==> config.mk <==
export PLATFORM = sky130hd
export DESIGN_NAME = win_sprite_blitter
export DESIGN_NICKNAME = d
export VERILOG_FILES = /design/src/rtl/win_sprite_blitter.sv
export SDC_FILE = /design/constraint.sdc
export NUM_CORES = 1
export LEC_CHECK = 0
export ABC_AREA = 1
export CORE_MARGIN = 1
export CORE_UTILIZATION = 55
export DETAILED_ROUTE_END_ITERATION = 7
export GPL_ROUTABILITY_DRIVEN = 0
export PLACE_DENSITY_LB_ADDON = 0.12
export SLEW_MARGIN = 25
export SYNTH_ARGS = -nofsm -noshare
export SYNTH_HDL_FRONTEND = slang
export SYNTH_SLANG_ARGS = --single-unit
==> constraint.sdc <==
create_clock -name clk -period 4.6 [get_ports clk]
set_clock_uncertainty 0.15 [all_clocks]
set_input_delay 0.92 -clock clk [delete_from_list [all_inputs] [get_ports clk]]
set_output_delay 0.92 -clock clk [all_outputs]
set_load 0.02 [all_outputs]
==> src/rtl/win_sprite_blitter.sv <==
// win_sprite_blitter
//   Walks the 36x28 "win" sprite ROM one address per cycle and turns each
//   returned pixel into a VGA adapter plot at the winner-screen anchor that
//   `start` selects. The address counter runs in raster order. Column and row
//   counters run alongside it, so no multiply is needed to recover (x,y).
//   Optional build macro: WIN_TRANSPARENT_EN. When it is defined, pixels whose
//   colour equals TRANSP_KEY are not plotted.
module win_sprite_blitter #(
  parameter int                SPR_W      = 36,
  parameter int                SPR_H      = 28,
  parameter int                ADDR_W     = 17,
  parameter int                COLOUR_W   = 9,
  parameter logic [COLOUR_W-1:0] TRANSP_KEY = '0
) (
  input  logic                clk,
  input  logic                resetn,
  input  logic                go,
  input  logic [2:0]          start,
  output logic [ADDR_W-1:0]   rom_addr,
  input  logic [COLOUR_W-1:0] rom_data,
  output logic [9:0]          x,
  output logic [9:0]          y,
  output logic [COLOUR_W-1:0] colour,
  output logic                plot,
  output logic                busy,
  output logic                done
);

  localparam int                COL_W     = $clog2(SPR_W);
  localparam int                ROW_W     = $clog2(SPR_H);
  localparam logic [ADDR_W-1:0] LAST_ADDR = ADDR_W'(SPR_W * SPR_H - 1);
  localparam logic [COL_W-1:0]  LAST_COL  = COL_W'(SPR_W - 1);

`ifdef WIN_TRANSPARENT_EN
  localparam bit TRANSP_ON = 1'b1;
`else
  localparam bit TRANSP_ON = 1'b0;
`endif

  typedef enum logic [1:0] {
    IDLE,
    READ,
    FLUSH,
    DONE
  } state_t;

  state_t           state;
  logic [COL_W-1:0] col;
  logic [ROW_W-1:0] row;
  logic [9:0]       x0;
  logic [9:0]       y0;

  // Read-side pipeline stage, aligned with rom_data.
  logic             rd_valid_d;
  logic [COL_W-1:0] col_d;
  logic [ROW_W-1:0] row_d;

  // Winner code -> top-left anchor {x0, y0}; codes outside 2..5 are invalid.
  function automatic logic [20:0] anchor_of(input logic [2:0] code);
    logic [20:0] r;
    r = '0;
    case (code)
      3'd2:    r = {1'b1, 10'd31,  10'd103};
      3'd3:    r = {1'b1, 10'd576, 10'd240};
      3'd4:    r = {1'b1, 10'd30,  10'd240};
      3'd5:    r = {1'b1, 10'd576, 10'd103};
      default: r = '0;
    endcase
    return r;
  endfunction

  logic [20:0] anchor_sel;
  assign anchor_sel = anchor_of(start);

  // Control FSM: accepts go, walks addresses in raster order, drains, then pulses done.
  // NOTE: every register here uses <= so that all state updates from one edge see the old values.
  always_ff @(posedge clk or negedge resetn) begin
    if (!resetn) begin
      state    <= IDLE;
      rom_addr <= '0;
      col      <= '0;
      row      <= '0;
      x0       <= '0;
      y0       <= '0;
      busy     <= 1'b0;
      done     <= 1'b0;
    end else begin
      case (state)
        IDLE: begin
          done <= 1'b0;
          if (go && anchor_sel[20]) begin
            x0       <= anchor_sel[19:10];
            y0       <= anchor_sel[9:0];
            rom_addr <= '0;
            col      <= '0;
            row      <= '0;
            busy     <= 1'b1;
            state    <= READ;
          end
        end
        READ: begin
          if (rom_addr == LAST_ADDR) begin
            state <= FLUSH;
          end else begin
            rom_addr <= rom_addr + 1'b1;
            if (col == LAST_COL) begin
              col <= '0;
              row <= row + 1'b1;
            end else begin
              col <= col + 1'b1;
            end
          end
        end
        FLUSH: begin
          // Stay until the final pixel has left the read stage.
          if (!rd_valid_d) begin
            busy  <= 1'b0;
            done  <= 1'b1;
            state <= DONE;
          end
        end
        DONE: begin
          done  <= 1'b0;
          state <= IDLE;
        end
        default: begin
          state <= IDLE;
          busy  <= 1'b0;
          done  <= 1'b0;
        end
      endcase
    end
  end

  logic key_hit;
  assign key_hit = TRANSP_ON && (rom_data == TRANSP_KEY);

  // Plot stage: delays col/row by one cycle to meet rom_data, then registers x/y/colour/plot.
  always_ff @(posedge clk or negedge resetn) begin
    if (!resetn) begin
      rd_valid_d <= 1'b0;
      col_d      <= '0;
      row_d      <= '0;
      plot       <= 1'b0;
      colour     <= '0;
      x          <= '0;
      y          <= '0;
    end else begin
      rd_valid_d <= (state == READ);
      col_d      <= col;
      row_d      <= row;
      plot       <= rd_valid_d && !key_hit;
      // x/y/colour only move on a real plot, so they hold between frames.
      if (rd_valid_d && !key_hit) begin
        colour <= rom_data;
        x      <= x0 + 10'(col_d);
        y      <= y0 + 10'(row_d);
      end
    end
  end

endmodule

==> Word level (Yosys, flattened, before mapping) <==
Index checks and enable logic that the tools add are counted.
{ "classes": {"add_sub_neg": 5, "eq_ne": 14, "n_mux": 21, "reduce_logical": 12} }
{ "ops": {"columns": ["op", "count"], "rows": [
  ["21-bit case mux with 4 select lines", 1],
  ["17-bit two-way mux", 2],
  ["17-bit case mux with 2 select lines", 1],
  ["6-bit two-way mux", 3],
  ["17-bit by 1-bit adder with 17-bit output (second input constant)", 1],
  ["17-bit by 10-bit equality test with 1-bit output (second input constant)", 1],
  ["5-bit two-way mux", 3],
  ["6-bit case mux with 2 select lines", 1],
  ["10-bit by 5-bit adder with 10-bit output", 1],
  ["10-bit by 6-bit adder with 10-bit output", 1],
  ["2-bit != test (second input constant)", 5],
  ["5-bit case mux with 2 select lines", 1],
  ["3-bit AND reduction", 3],
  ["2-bit case mux with 4 select lines", 1],
  ["6-bit by 1-bit adder with 6-bit output (second input constant)", 1],
  ["3-bit by 2-bit equality test with 1-bit output (second input constant)", 2],
  ["3-bit equality test (second input constant)", 2],
  ["6-bit equality test (second input constant)", 1],
  ["2-bit two-way mux", 3],
  ["2-bit nonzero test", 3],
  ["5-bit by 1-bit adder with 5-bit output (second input constant)", 1],
  ["2-bit equality test (second input constant)", 2],
  ["1-bit case mux with 2 select lines", 2],
  ["2-bit AND reduction", 2],
  ["other kinds (6)", 8]
]} }
{ "word_totals": {"ff_bits": 94, "word_cells": 67} }

==> Logic depth before layout (Yosys ltp) <==
Gate-level depths: netlist of the first run.
{ "depth": {"word_depth": 5, "depth_mapped": 12} }

==> Least setup slack after synthesis of the first run <==
Ideal clock, no wire load.
{ "synth_path": {"kind": "input to register", "startpoint": "input port start[2]", "endpoint": "register rom_addr[5]", "setup_ps": 128, "arrival_time_ps": 1661, "required_time_ps": 4322, "path_slack_ps": 2662, "cell_stages": 9, "n_path_buf": 1, "path_cell_list": "inv_1 > nand2_1 > nand2_1 > nand2_1 > nand2_2 > nand3_4 > buf_6 > nand2_1 > o21ai_0"} }
{ "synth_between": {"elab_chain_cells": 5, "elab_cells_between_ends": 8, "cone_classes": "eq/ne (5); mux (1); reduce/logical (2)"} }
{ "synth_lines": {"columns": ["element", "line_no", "text"], "rows": [
  ["start, declared", "18", "input logic [2:0] start,"],
  ["3-bit equality test or 3-bit by 2-bit equality test with 1-bit output (tied branches)", "62", "case (code)"],
  ["21-bit case mux with 4 select lines (*)", "62", null],
  ["1-bit logical AND (*)", "91", "if (go && anchor_sel[20]) begin"],
  ["2-bit != test (no line) (*)", null, null],
  ["3-bit AND reduction (no line) (*)", null, null],
  ["end signal, assigned", "105", "rom_addr <= rom_addr + 1'b1;"],
  ["end, declared", "19", "output logic [ADDR_W-1:0] rom_addr,"]
]} }
Mark *: on every way between the ends. The rest lies on a longest branch, timed or not.
A chain may end at the register's enable or synchronous reset.

==> Worst setup path in the final report of the first run <==
{ "layout_path": {"startpoint": "register rom_addr[5]", "endpoint": "output port rom_addr[5]"} }
No word-level cell between the ends.

==> impl_metrics.ini, run 1 <==
[power_and_ir_drop]
p_sw_uw = 1060
power_report.internal_total_uw = 1650
ir_worst_vdd_mv = 0.243
power.leakage_uw = 0.00233
power_frac_clock = 0.220
p_comb_frac = 0.412
power_switching_share = 0.392
power.share.sequential = 0.368
power_density_nw_per_um2 = 556

[yosys]
synth_cell_type_count = 35
ys_seq_area_frac = 0.492
synthesis.area_per_instance_um2 = 8.28
yosysWarningCount = 0
synthesis.area_um2 = 3960
synth-seq-cells = 78
synthesis.instances = 479

[global_route]
grt_first_pass_wirelength_mm = 14.0
grt_pass1_vias = 3180
globalRouteOverflowTotal = 0
grt_max_degree = 79
grt_antenna_before_repair = 0
grt_util_all_layers = 0.237

[critical_path]
worstRegToRegCells = 7
path_buf_inv = 1
crit_path_max_incr_delay_ns = 0.67
crit-reg2reg-capture = col[1]
critical_path.slowest_cell = clkdlybuf4s50_1
crit_path_end_kind = output pin
worst_path_dominant_cell_family = buffers and inverters
path_cells = clkdlybuf4s50_1
worst_r2r_startpoint = state[1]
crit_type = reg -> out
critical_path_peak_fanout = 8
critical_path_arrival_ns = 1.52
start_kind = flop
crit_required_ns = 3.53
timing.reg2reg.setup_slack_ns = 2.51

[clock_tree]
cts_post_setup_buffers_inserted = 0
cts_repair_resize_count = 0
number_of_buffers_inserted_by_hold_repair_at_cts = 0
clock-sinks = 78
max-clock-path-buffers = 2
tritoncts.num_buffers = 9
worst_setup_hold_path_clk_slew_ns = 0.08
clock_tree.root_cell = clkbuf_8
cts_tree = built
clock_insertion_delay_worst_skew_ns = 0.34
clock_tree.htree_level_count = 3

[timing]
fin_tns_setup_ns = 0
rsz0062_at_grt = no
finalCritPeriodShare = 0.563
fmaxAchievable_ghz = 0.386
min_period_ns = 2.59
post-route-worst-setup-slack_ns = 2.01
timing.final.max_slew_violations = 0
worst-slew-pin-transition_ns = 0.933
hold-worst-slack_ns = 0.269
max_slew_margin = 0.378
setup_viol_count_final = 0
hold_violations = 0

[die]
floorplan.die.height_um = 86.9
core_um2 = 6870
std_cell_rows = 30
starting_density_of_the_core = 0.577
chipWidth_um = 86.9
die_area_um2 = 7550
io_pins = 64

[routing]
routedWlPerCell_um = 12.5
postRouteWirelength_mm = 8.05
route.detailed.vias_per_inst = 5.21
drt_first_pass_iters = 4
route.antenna.remaining_nets = 0
dr.first_iter.drc_count = 210
dr_total_vias = 3345
route.detailed.drc = 0

[layout]
antenna_cells_inserted = 0
layout.nets = 575
utilization = 0.709
final_layout_size_suffix_gt1_frac = 0.0641
area_growth_syn_to_layout_pct = 22.9

[min_path]
worstHoldStart = col[4]
timing.hold.worst.class = reg -> reg
min_delay_path_depth = 0
holdPathEnd = col_d[4]

[run_status]
outcome = finished, final reports clean

[placement]
post-dp-hpwl_mm = 5.54
portBuffers = 61
dp_slack_ns = 1.82

[flow_run]
max-cap-violations = 0
[power groups by stage]
stage	clock network (uW)	registers, uW	logic [uW]
final	597	996	1120
after global routing	633	1020	1250
after CTS	610	997	1130
after detailed placement	0	1010	1110
after global placement	0	999	1090
after floorplan	0	1130	622
[Yosys cell counts, drive strengths merged]
master,instances,area share
fa,2,0.010
a21o,2,0.0038
xnor2,2,0.0044
dfrtp,78,0.49
nand4,8,0.016
a22oi,1,0.0019
ha,17,0.054
clkinv,1,0.00095
o21bai,5,0.0095
conb,1,0.00095
buf,7,0.015
nor2,37,0.038
or2,5,0.0079
nand2,165,0.16
inv,32,0.030
clkbuf,6,0.0057
a21boi,1,0.0019
xor2,3,0.0066
o21ai,48,0.061
o211ai,1,0.0019
a31o,3,0.0066
a21oi,10,0.013
a31oi,2,0.0032
nand3b,1,0.0019
nand3,41,0.056
[area by class of cell]
| cell class | instances | area [um^2] |
|---|---|---|
| flip-flops and latches | 78 | 1950 |
| clock buffers | 12 | 165 |
| fillers | 548 | 2000 |
| well taps | 96 | 120 |
| multi-input cells | 356 | 1810 |
| clock inverters | 4 | 77.6 |
| repair buffers | 63 | 627 |
| inverters | 33 | 124 |
[registers in the layout (all words and copies together), names as in the netlist, 2 cells and up]
register  count
col_d         6
col           6
x             9
y             9
row           5
colour        9
row_d         5
x0            3
y0            3
rom_addr     17
state         2
[worst reg2reg max path, delay by kind of cell (launching register included)]
family	cells	cell delay, ns
AND/OR/NAND/NOR	3	0.72
buffers and inverters	2	0.43
flip-flops	1	0.40
adder cells (fa/ha/maj)	1	0.19
AO/OA/AOI/OAI	1	0.08
[routing by layer]
metal | track usage | wire, um
met5 | 0 | 0
met3 | 0.0398 | 390
met2 | 0.411 | 3810
met1 | 0.300 | 3740
met4 | 0.0818 | 110
[cell usage in the layout (no fill, tap or decap), types with 3 or more instances in the layout]
cell,n
clkdlybuf4s50_1,60
a21oi_1,10
xor2_1,3
inv_1,31
a31o_2,3
dfrtp_1,78
clkbuf_8,12
or2_2,5
nor2_1,34
nand2_1,164
ha_1,17
nand4_1,7
nand3_1,39
o21bai_1,5
o21ai_0,26
o21ai_1,22
[stage by stage]
stage	power, uW	area [um^2]	std cells
2_1_floorplan	1760	3970	480
3_3_place_gp	2080	4630	626
3_5_place_dp	2120	4630	626
4_1_cts	2730	4870	642
5_1_grt	2900	4870	642
6_report	2710	4870	642
[worst max path at each step]
| stage | startpoint | to | slack (ns) | cells after the start |
|---|---|---|---|---|
| detailed placement | start[1] | rom_addr[5] | 1.82 | 9 |
| global placement | start[1] | col[2] | 1.91 | 9 |
| CTS | rom_addr[5] | rom_addr[5] | 2.01 | 1 |
| global route | start[1] | rom_addr[2] | 1.93 | 9 |
| floorplan | start[2] | rom_addr[5] | 2.66 | 9 |
| finish | rom_addr[5] | rom_addr[5] | 2.01 | 1 |
[cells by family (layout without fill, tap and decap cells)]
group,count (synthesis),in the layout,share of synthesized area
adder cells (fa/ha/maj),19,19,0.0638
buffers and inverters,46,112,0.0524
other,1,2,0.000946
AO/OA/AOI/OAI,73,73,0.102
flip-flops,78,78,0.492
XOR/XNOR,5,5,0.0110
AND/OR/NAND/NOR,257,257,0.277
(Power assumes the default switching activity.)
==> run 2, diff against run 1 <==
- CORE_UTILIZATION: 55 -> 48
- clock period: 4.6 -> 2.1 ns (I/O delays scaled with it)
==> impl_metrics.ini, run 2 (synthesis gave the netlist of run 1 again) <==
[routing]
dr_total_vias = 3396
wl_met2_mm = 3.92
route.detailed.drc = 0
dr.max_layer_used = met4
route.detailed.vias_per_inst = 5.16
drt_first_pass_iters = 4
routedWlPerCell_um = 12.8
dr.first_iter.drc_count = 96
wirelength_met1_mm = 3.92
route.antenna.remaining_nets = 0
dr_wl_met3_um = 444
postRouteWirelength_mm = 8.45

[clock_tree]
cts_tree = built
cts_post_setup_buffers_inserted = 0
max-clock-path-buffers = 2
worst_setup_hold_path_clk_slew_ns = 0.08
tritoncts.num_buffers = 9
clock_insertion_delay_worst_skew_ns = 0.35
clock_tree.htree_level_count = 3
clock-sinks = 78
clock_tree.root_cell = clkbuf_8

[timing]
worst-slew-pin-transition_ns = 0.507
finalCritPeriodShare = 0.967
setup_viol_count_final = 0
rsz0062_at_grt = no
max_slew_margin = 0.662
min_period_ns = 2.03
fmaxAchievable_ghz = 0.492
timing.final.max_slew_violations = 0
post-route-worst-setup-slack_ns = 0.0684
hold-worst-slack_ns = 0.260
hold_violations = 0
fin_tns_setup_ns = 0

[critical_path]
critical_path_arrival_ns = 1.46
critical_path.slowest_cell = clkdlybuf4s50_1
worst_r2r_startpoint = y0[2]
crit_path_max_incr_delay_ns = 0.65
path_cells = clkdlybuf4s50_1
crit_required_ns = 1.53
critical_path_peak_fanout = 6
crit-reg2reg-capture = y[6]
crit_type = reg -> out
path_buf_inv = 1
critical_path_cell_count = 1
worstRegToRegCells = 7
crit_path_end_kind = output pin
worst_path_dominant_cell_family = buffers and inverters
start_kind = flop
timing.reg2reg.setup_slack_ns = 0.19

[global_route]
grt_max_degree = 40
grt_antenna_before_repair = 0
globalRouteOverflowTotal = 0
grt_pass1_vias = 3338
grt_first_pass_wirelength_mm = 15.1
grt_util_all_layers = 0.222

[layout]
final_layout_size_suffix_gt1_frac = 0.0809
layout.nets = 585
largest_register_ffs = 17
top_library_cells_by_usage_in_the_layout_fill_and_taps_aside = nand2_1, dfrtp_1, clkdlybuf4s50_1
fillerInstances = 691
antenna_cells_inserted = 0
final_cells = 658
area_growth_syn_to_layout_pct = 24.7
layout.cells.most_common = nand2_1
largest-register = rom_addr

[die]
starting_density_of_the_core = 0.505
chipWidth_um = 92.9
core_um2 = 7850
floorplan.die.height_um = 92.9
io_pins = 64
std_cell_rows = 32
die_area_um2 = 8630

[min_path]
worstHoldStart = col[4]
min_delay_path_depth = 0
holdPathEnd = col_d[4]
timing.hold.worst.class = reg -> reg

[placement]
portBuffers = 61
dp_slack_ns = 0.0669
place_inst = 641
post-dp-hpwl_mm = 6.02

[power_and_ir_drop]
power_density_nw_per_um2 = 1200
power_report.internal_total_uw = 3550
ir_worst_vdd_mv = 0.524
power_frac_clock = 0.192
p_sw_uw = 2370
power.leakage_uw = 0.00242
power.share.sequential = 0.368
p_comb_frac = 0.440
power_switching_share = 0.401

[run_status]
outcome = finished, final reports clean

[flow_run]
max-cap-violations = 0
==> run 2: layout make-up <==
class / count / area (um^2) / share of cell area
Multi-Input combinational cell: 356 / 1810 / 0.366
Tap cell: 102 / 128 / 0.0258
Sequential cell: 78 / 1950 / 0.395
Timing Repair Buffer: 73 / 732 / 0.148
Inverter: 33 / 124 / 0.0251
Clock inverter: 6 / 61.3 / 0.0124
Clock buffer: 10 / 138 / 0.0278
==> run 2: metal layers <==
layer  up-vias  global-route usage
met4         0               0.104
met5         -                   0
li1       1707                   -
met2       105               0.371
met3        12              0.0452
met1      1572               0.275
==> run 2: worst max-delay path by stage <==
stage,start,end
after floorplan,y0[2],y[6]
after global placement,start[1],rom_addr[5]
after detailed placement,start[1],col[2]
after CTS,rom_addr[10],rom_addr[10]
after global routing,rom_addr[8],rom_addr[8]
final,rom_addr[14],rom_addr[14]
==> run 2: timing repair <==
| action | in CTS | in global routing |
|---|---|---|
| gates resized for setup | 1 | 4 |
| hold endpoints to repair | 37 | 0 |
| hold buffers | 1 | 0 |
| setup endpoints to repair | 1 | 8 |
==> run 2: per-stage QoR <==
stage	power [uW]	util	instance area, um^2
2_1_floorplan	3850	-	3970
3_3_place_gp	4750	0.602	4730
3_5_place_dp	4830	0.602	4730
4_1_cts	5980	0.629	4930
5_1_grt	6390	0.630	4940
6_report	5920	0.630	4940
==> run 2: power groups by stage <==
stage | clock (uW) | sequential [uW] | combinational, uW
after global routing | 1220 | 2240 | 2930
after floorplan | 0 | 2480 | 1360
after detailed placement | 0 | 2210 | 2620
after CTS | 1170 | 2180 | 2630
final | 1140 | 2180 | 2610
after global placement | 0 | 2190 | 2560
==> RTL change 1 (config.mk and constraints of run 2) <==
The option `WIN_TRANSPARENT_EN` is turned on by a define.
--- a/src/rtl/win_sprite_blitter.sv
+++ b/src/rtl/win_sprite_blitter.sv
@@ -5,6 +5,8 @@
 //   counters run alongside it, so no multiply is needed to recover (x,y).
 //   Optional build macro: WIN_TRANSPARENT_EN. When it is defined, pixels whose
 //   colour equals TRANSP_KEY are not plotted.
+`define WIN_TRANSPARENT_EN
+
 module win_sprite_blitter #(
   parameter int                SPR_W      = 36,
   parameter int                SPR_H      = 28,
Behaviour: not the same (a bounded check fails within 4 cycles, from zero or initial values and one cycle with resetn low).
==> RTL change 1 against run 2 <==
  * Routed wire length up 3.5%
  * Utilization down 0.18 points
  * Fmax down 0.66%
  * Hold slack better by 33 ps
  * Total power up 12%
  * Synthesized area up 2.3%
  * Largest power group unchanged
  * Largest cell class unchanged
  * Final area up 4.4%
  * Worst setup slack worse by 13 ps
  * Sequential cell count unchanged
==> RTL change 1: results (changes against run 2) <==
* Final setup TNS at 0 ps (unchanged)
* Worst-path clk slew at 90 ps
* Vias post-DR at 3,492 (+2.8%)
* First-pass GRT wire length at 14,650 um (-2.7%)
* Largest net degree at the start of global routing at 36 (-10%)
* Clk_lat worst skew at 350 ps (about the same)
* Yosys cell types at 34 (-2.9%)
* Vias in the first global route at 3,321 (-0.51%)
* Clk buf depth at 2 (unchanged)
* Tightest Hold Check Type: flop to flop
* VDD IR-drop max at 0.6682 mV (+28%)
* Area post-placement at 4893 um2 (+3.5%)
* Gr usage total at 21.30% (-0.92 points)
* TritonRoute pass-1 iters at 4 (unchanged)
* Initial antenna violation count at 0 (unchanged)
* Layout cells sized above 1 at 8.305% (+0.21 points)
* Dpl hpwl at 6251 um (+3.9%)
* DRT Wirelength at 8750 um (+3.5%)
* Net Sw Power at 0.002617 W (+10%)
* Status: finished, final reports clean
* Max incr delay on CP at 650 ps (about the same)
* Critical Path Fanout Max at 7 (+1)
* Max H-tree Level at 3 (unchanged)
* WHS Path Cells at 0 (unchanged)
* Biggest register: rom_addr
* Post-synth top flop: dfrtp_1
* Filler Cells Inserted at 713 (+3.2%)
* Leakage at 2.549 nW (+5.2%)
* CP delay by family, top: buffers and inverters
* Input/output buffers at 61 (unchanged)
* Root Buffer: clkbuf_8
* Commonest cells post-synth: 184 x nand2_1, 78 x dfrtp_1, 53 x nand3_1, 51 x nor2_1, 28 x inv_1
* Max FFs per register at 17 (unchanged)
* Final net count at 619 (+5.8%)
* Sequential fraction of the synthesis area at 48.12% (-1.1 points)
* Worst EP arrival at 1480 ps (+20 ps)
* TritonCTS Buffers at 9 (unchanged)
* Worst R2R Path Depth at 8 (+1)
* Initial DRC count at 140 (+46%)
* Antenna Cells at 0 (unchanged)
* Asr flop ratio synth at 100.0% (unchanged)
* Synthesis Warnings at 0 (unchanged)
* Slowest CP cell: clkdlybuf4s50_1
* Area contributors post-synth: dfrtp_1 48%, nand2_1 17%, nand3_1 6.5%, ha_1 5.2%, nor2_1 4.7%
[RTL change 1: cell count changes after synthesis, moves of 5 or more]
cell and delta:
nor3_1 +6, nor2_1 +17, nand3_1 +14, nand2_1 +20
o21ai_1 -22, a21oi_1 +5, o21ai_0 -11
[RTL change 1: layout make-up]
type                            count  area, um2  share of cell area (%)
Clock inverter                      7      120.1                   2.327
Sequential cell                    78       1952                   37.81
Inverter                           30      112.6                   2.181
Timing Repair Buffer               82      820.8                   15.90
Multi-Input combinational cell    384       1902                   36.84
Clock buffer                        9      123.9                   2.399
Tap cell                          105      131.4                   2.545
[RTL change 1: timing repair]
| item | CTS | global route |
|---|---|---|
| buffers inserted | 0 | 1 |
| hold buffers | 1 | 0 |
| gates resized for setup | 0 | 3 |
| endpoints found under the setup margin | 0 | 18 |
| hold endpoints to repair | 32 | 0 |
[RTL change 1: final timing paths]
path / end / from / slack, ps
hold reg to reg: row_d[4] / row[4] / 290
min in group asynchronous: x[4] / resetn / 430
hold / removal: row_d[4] / row[4] / 290
setup reg to reg: x[6] / x0[4] / 200
max in group asynchronous: rom_addr[14] / resetn / 780
setup / recovery: rom_addr[10] / rom_addr[10] / 50
[RTL change 1: logic make-up after synthesis]
family,synth area share (%)
multiplexers,0.2776
adder cells (fa/ha/maj),6.231
AND/OR/NAND/NOR,32.42
flip-flops,48.12
buffers and inverters,5.213
AO/OA/AOI/OAI,5.491
XOR/XNOR,2.159
other,0.09245
[RTL change 1: routing by layer]
layer	global-route usage [%]	share of wire, %	wire length [um]	up-vias
met2	35.64	47	4090	96
met5	0	0	0	-
met3	3.883	5.1	448	19
met4	10.38	2.0	177	0
met1	26.46	46	4033	1595
li1	-	-	-	1782
[RTL change 1: metrics by stage]
stage	setup slack [ps]	total power, W	cells	utilization, %	hold WS (ps)
2_1_floorplan	234.0	0.004075	509	-	-25.59
5_1_grt	9.719	0.007154	695	62.83	316.7
3_5_place_dp	8.282	0.005303	677	59.56	269.7
6_report	54.97	0.006658	695	62.83	292.6
4_1_cts	25.61	0.006692	694	62.65	289.2
3_3_place_gp	25.03	0.005237	677	59.56	264.1
[RTL change 1: power groups by stage]
stage	combinational [W]	clock, W	sequential, W
6_report	0.00311	0.00137	0.00219
5_1_grt	0.00345	0.00147	0.00223
4_1_cts	0.00311	0.00140	0.00218
3_5_place_dp	0.00309	0	0.00221
3_3_place_gp	0.00304	0	0.00220
2_1_floorplan	0.00157	0	0.00251
==> RTL change 2 (flow settings as in run 2) <==
Without the edit above. The 4 states of `state_t` get a one-hot encoding in 4 bits.
--- a/src/rtl/win_sprite_blitter.sv
+++ b/src/rtl/win_sprite_blitter.sv
@@ -37,11 +37,11 @@
   localparam bit TRANSP_ON = 1'b0;
 `endif
 
-  typedef enum logic [1:0] {
-    IDLE,
-    READ,
-    FLUSH,
-    DONE
+  typedef enum logic [3:0] {
+    IDLE  = 4'b0001,
+    READ  = 4'b0010,
+    FLUSH = 4'b0100,
+    DONE  = 4'b1000
   } state_t;
 
   state_t           state;
Formal check against the unedited RTL: no difference found for any inputs over 10 cycles, from zero or initial values and one cycle with resetn low; not proved beyond that.
==> RTL change 2 against run 2 <==
  * Utilization decreased by 0.97 points
  * Total power down 14%
  * Die area increased by 3.1%
  * Worst setup slack worse by 18 ps
  * Routed wire length rose by 4.8%
  * Synthesized area grew 3.2%
  * Critical path depth unchanged
  * Fmax down 0.88%
  * Final area is 3.1% higher
  * Sequential cell count up 2
  * Largest cell class unchanged
==> RTL change 2: results (changes against run 2) <==
* Status: finished, final reports clean
* Post-CTS Setup Inserts at 0 (unchanged)
* Sequential fraction of the synthesis area at 48.96% (-0.28 points)
* Commonest cells post-synth: 189 x nand2_1, 79 x dfrtp_1, 65 x nand3_1, 50 x inv_1, 39 x nor2_1
* CP delay by family, top: buffers and inverters
* Max incr delay on CP at 650 ps (about the same)
* Vias in the first global route at 3,297 (-1.2%)
* Layout cells sized above 1 at 8.000% (-0.094 points)
* Leakage at 2.670 nW (+10%)
* Area contributors post-synth: dfrtp_1 48%, nand2_1 17%, nand3_1 8.0%, inv_1 4.6%, ha_1 3.7%
* Final net count at 624 (+6.7%)
* Input/output buffers at 61 (unchanged)
* Max FFs per register at 17 (unchanged)
* Yosys cell types at 33 (-5.7%)
* Met3 usage at 4.207% (-0.31 points)
* Initial antenna violation count at 0 (unchanged)
* Cell area after layout at 5097 um2 (+3.1%)
* Antenna Cells at 0 (unchanged)
* Tightest Hold Check Type: flop to flop
* Slowest CP cell: clkdlybuf4s50_1
* Gr usage total at 21.79% (-0.43 points)
* TritonRoute pass-1 iters at 5 (+1)
* Placed Cells incl. Taps at 688 (+7.3%)
* Asr flop ratio synth at 100.0% (unchanged)
* Clk_lat worst skew at 340 ps
* Worst EP arrival at 1480 ps (+20 ps)
* Via density at 4.974 (-3.6%)
* Dpl hpwl at 6434 um (+6.9%)
* Place WS at 56.51 ps (-10.36 ps)
* Critical Path Fanout Max at 7 (+1)
* Met1 usage at 29.07% (+1.5 points)
* Max H-tree Level at 3 (unchanged)
* Root Buffer: clkbuf_8
* Synthesis Warnings at 0 (unchanged)
* Biggest register: rom_addr
* Non-Filler Instances at 705 (+7.1%)
* First-pass GRT wire length at 15,110 um (+0.37%)
* Worst-path clk slew at 80 ps (about the same)
* M2 GR Usage at 35.57% (-1.6 points)
* Area post-placement at 4888 um2 (+3.4%)
* Slew Limit Fails at 0 (unchanged)
* Largest net degree at the start of global routing at 41 (+2.5%)
* TritonCTS Buffers at 9 (unchanged)
* Mapped Avg Cell Area at 7.868 um2 (-4.9%)
* WL/cell at 12.57 um (-2.2%)
* # resized after CTS at 1 (unchanged)
* Filler Cells Inserted at 730 (+5.6%)
* Initial DRC count at 105 (+9.4%)
* VDD IR-drop max at 0.3424 mV (-35%)
* Worst-margin pin slew at 551.7 ps (+44.92 ps)
==> RTL change 2: cell count changes after synthesis, sizes merged, moves of 5 or more <==
cell / before / now
o21ai: 48 / 16
nand2: 165 / 193
nand3: 41 / 67
inv: 32 / 52
nor2: 37 / 44
ha: 17 / 12
==> RTL change 2: power by group <==
group | leakage, nW | internal (W) | switching (W)
combinational | 1.52 | 0.000791 | 0.00102
clock | 0.0933 | 0.000556 | 0.000566
sequential | 1.06 | 0.00189 | 0.000244
total | 2.67 | 0.00324 | 0.00183
==> RTL change 2: final timing paths <==
kind,depth (start not counted),slack [ps],from,to
worst max register to register,8,220,rom_addr[0],col[3]
worst min register to register,0,280,row[4],row_d[4]
worst max-delay path,1,50,rom_addr[10],rom_addr[10]
min in group asynchronous,2,450,resetn,x[4]
max in group asynchronous,3,830,resetn,row[3]
worst min-delay path,0,280,row[4],row_d[4]
==> RTL change 2: routing by layer <==
metal	wire length (um)	vias up
li1	-	1800
met5	0	-
met2	4099	90
met3	406	16
met4	171	0
met1	4182	1601
==> RTL change 2: layout make-up <==
type,instances,area share [%]
clock inverter,6,1.325
multi-input combinational,373,35.35
clock buffer,10,2.504
timing repair buffer,78,15.02
inverter,53,3.903
sequential,80,39.32
tap,105,2.577
==> RTL change 2: kinds of logic (layout without fill, tap and decap cells) <==
| logic type | count (synthesis) | after routing | synth area share (%) |
|---|---|---|---|
| simple gates | 320 | 320 | 33.55 |
| buf+inv | 68 | 147 | 7.095 |
| flops | 80 | 80 | 48.96 |
| compound gates | 29 | 29 | 3.945 |
| fa+ha+maj | 14 | 14 | 4.648 |
| other cells | 1 | 2 | 0.09166 |
| xor+xnor | 8 | 8 | 1.713 |
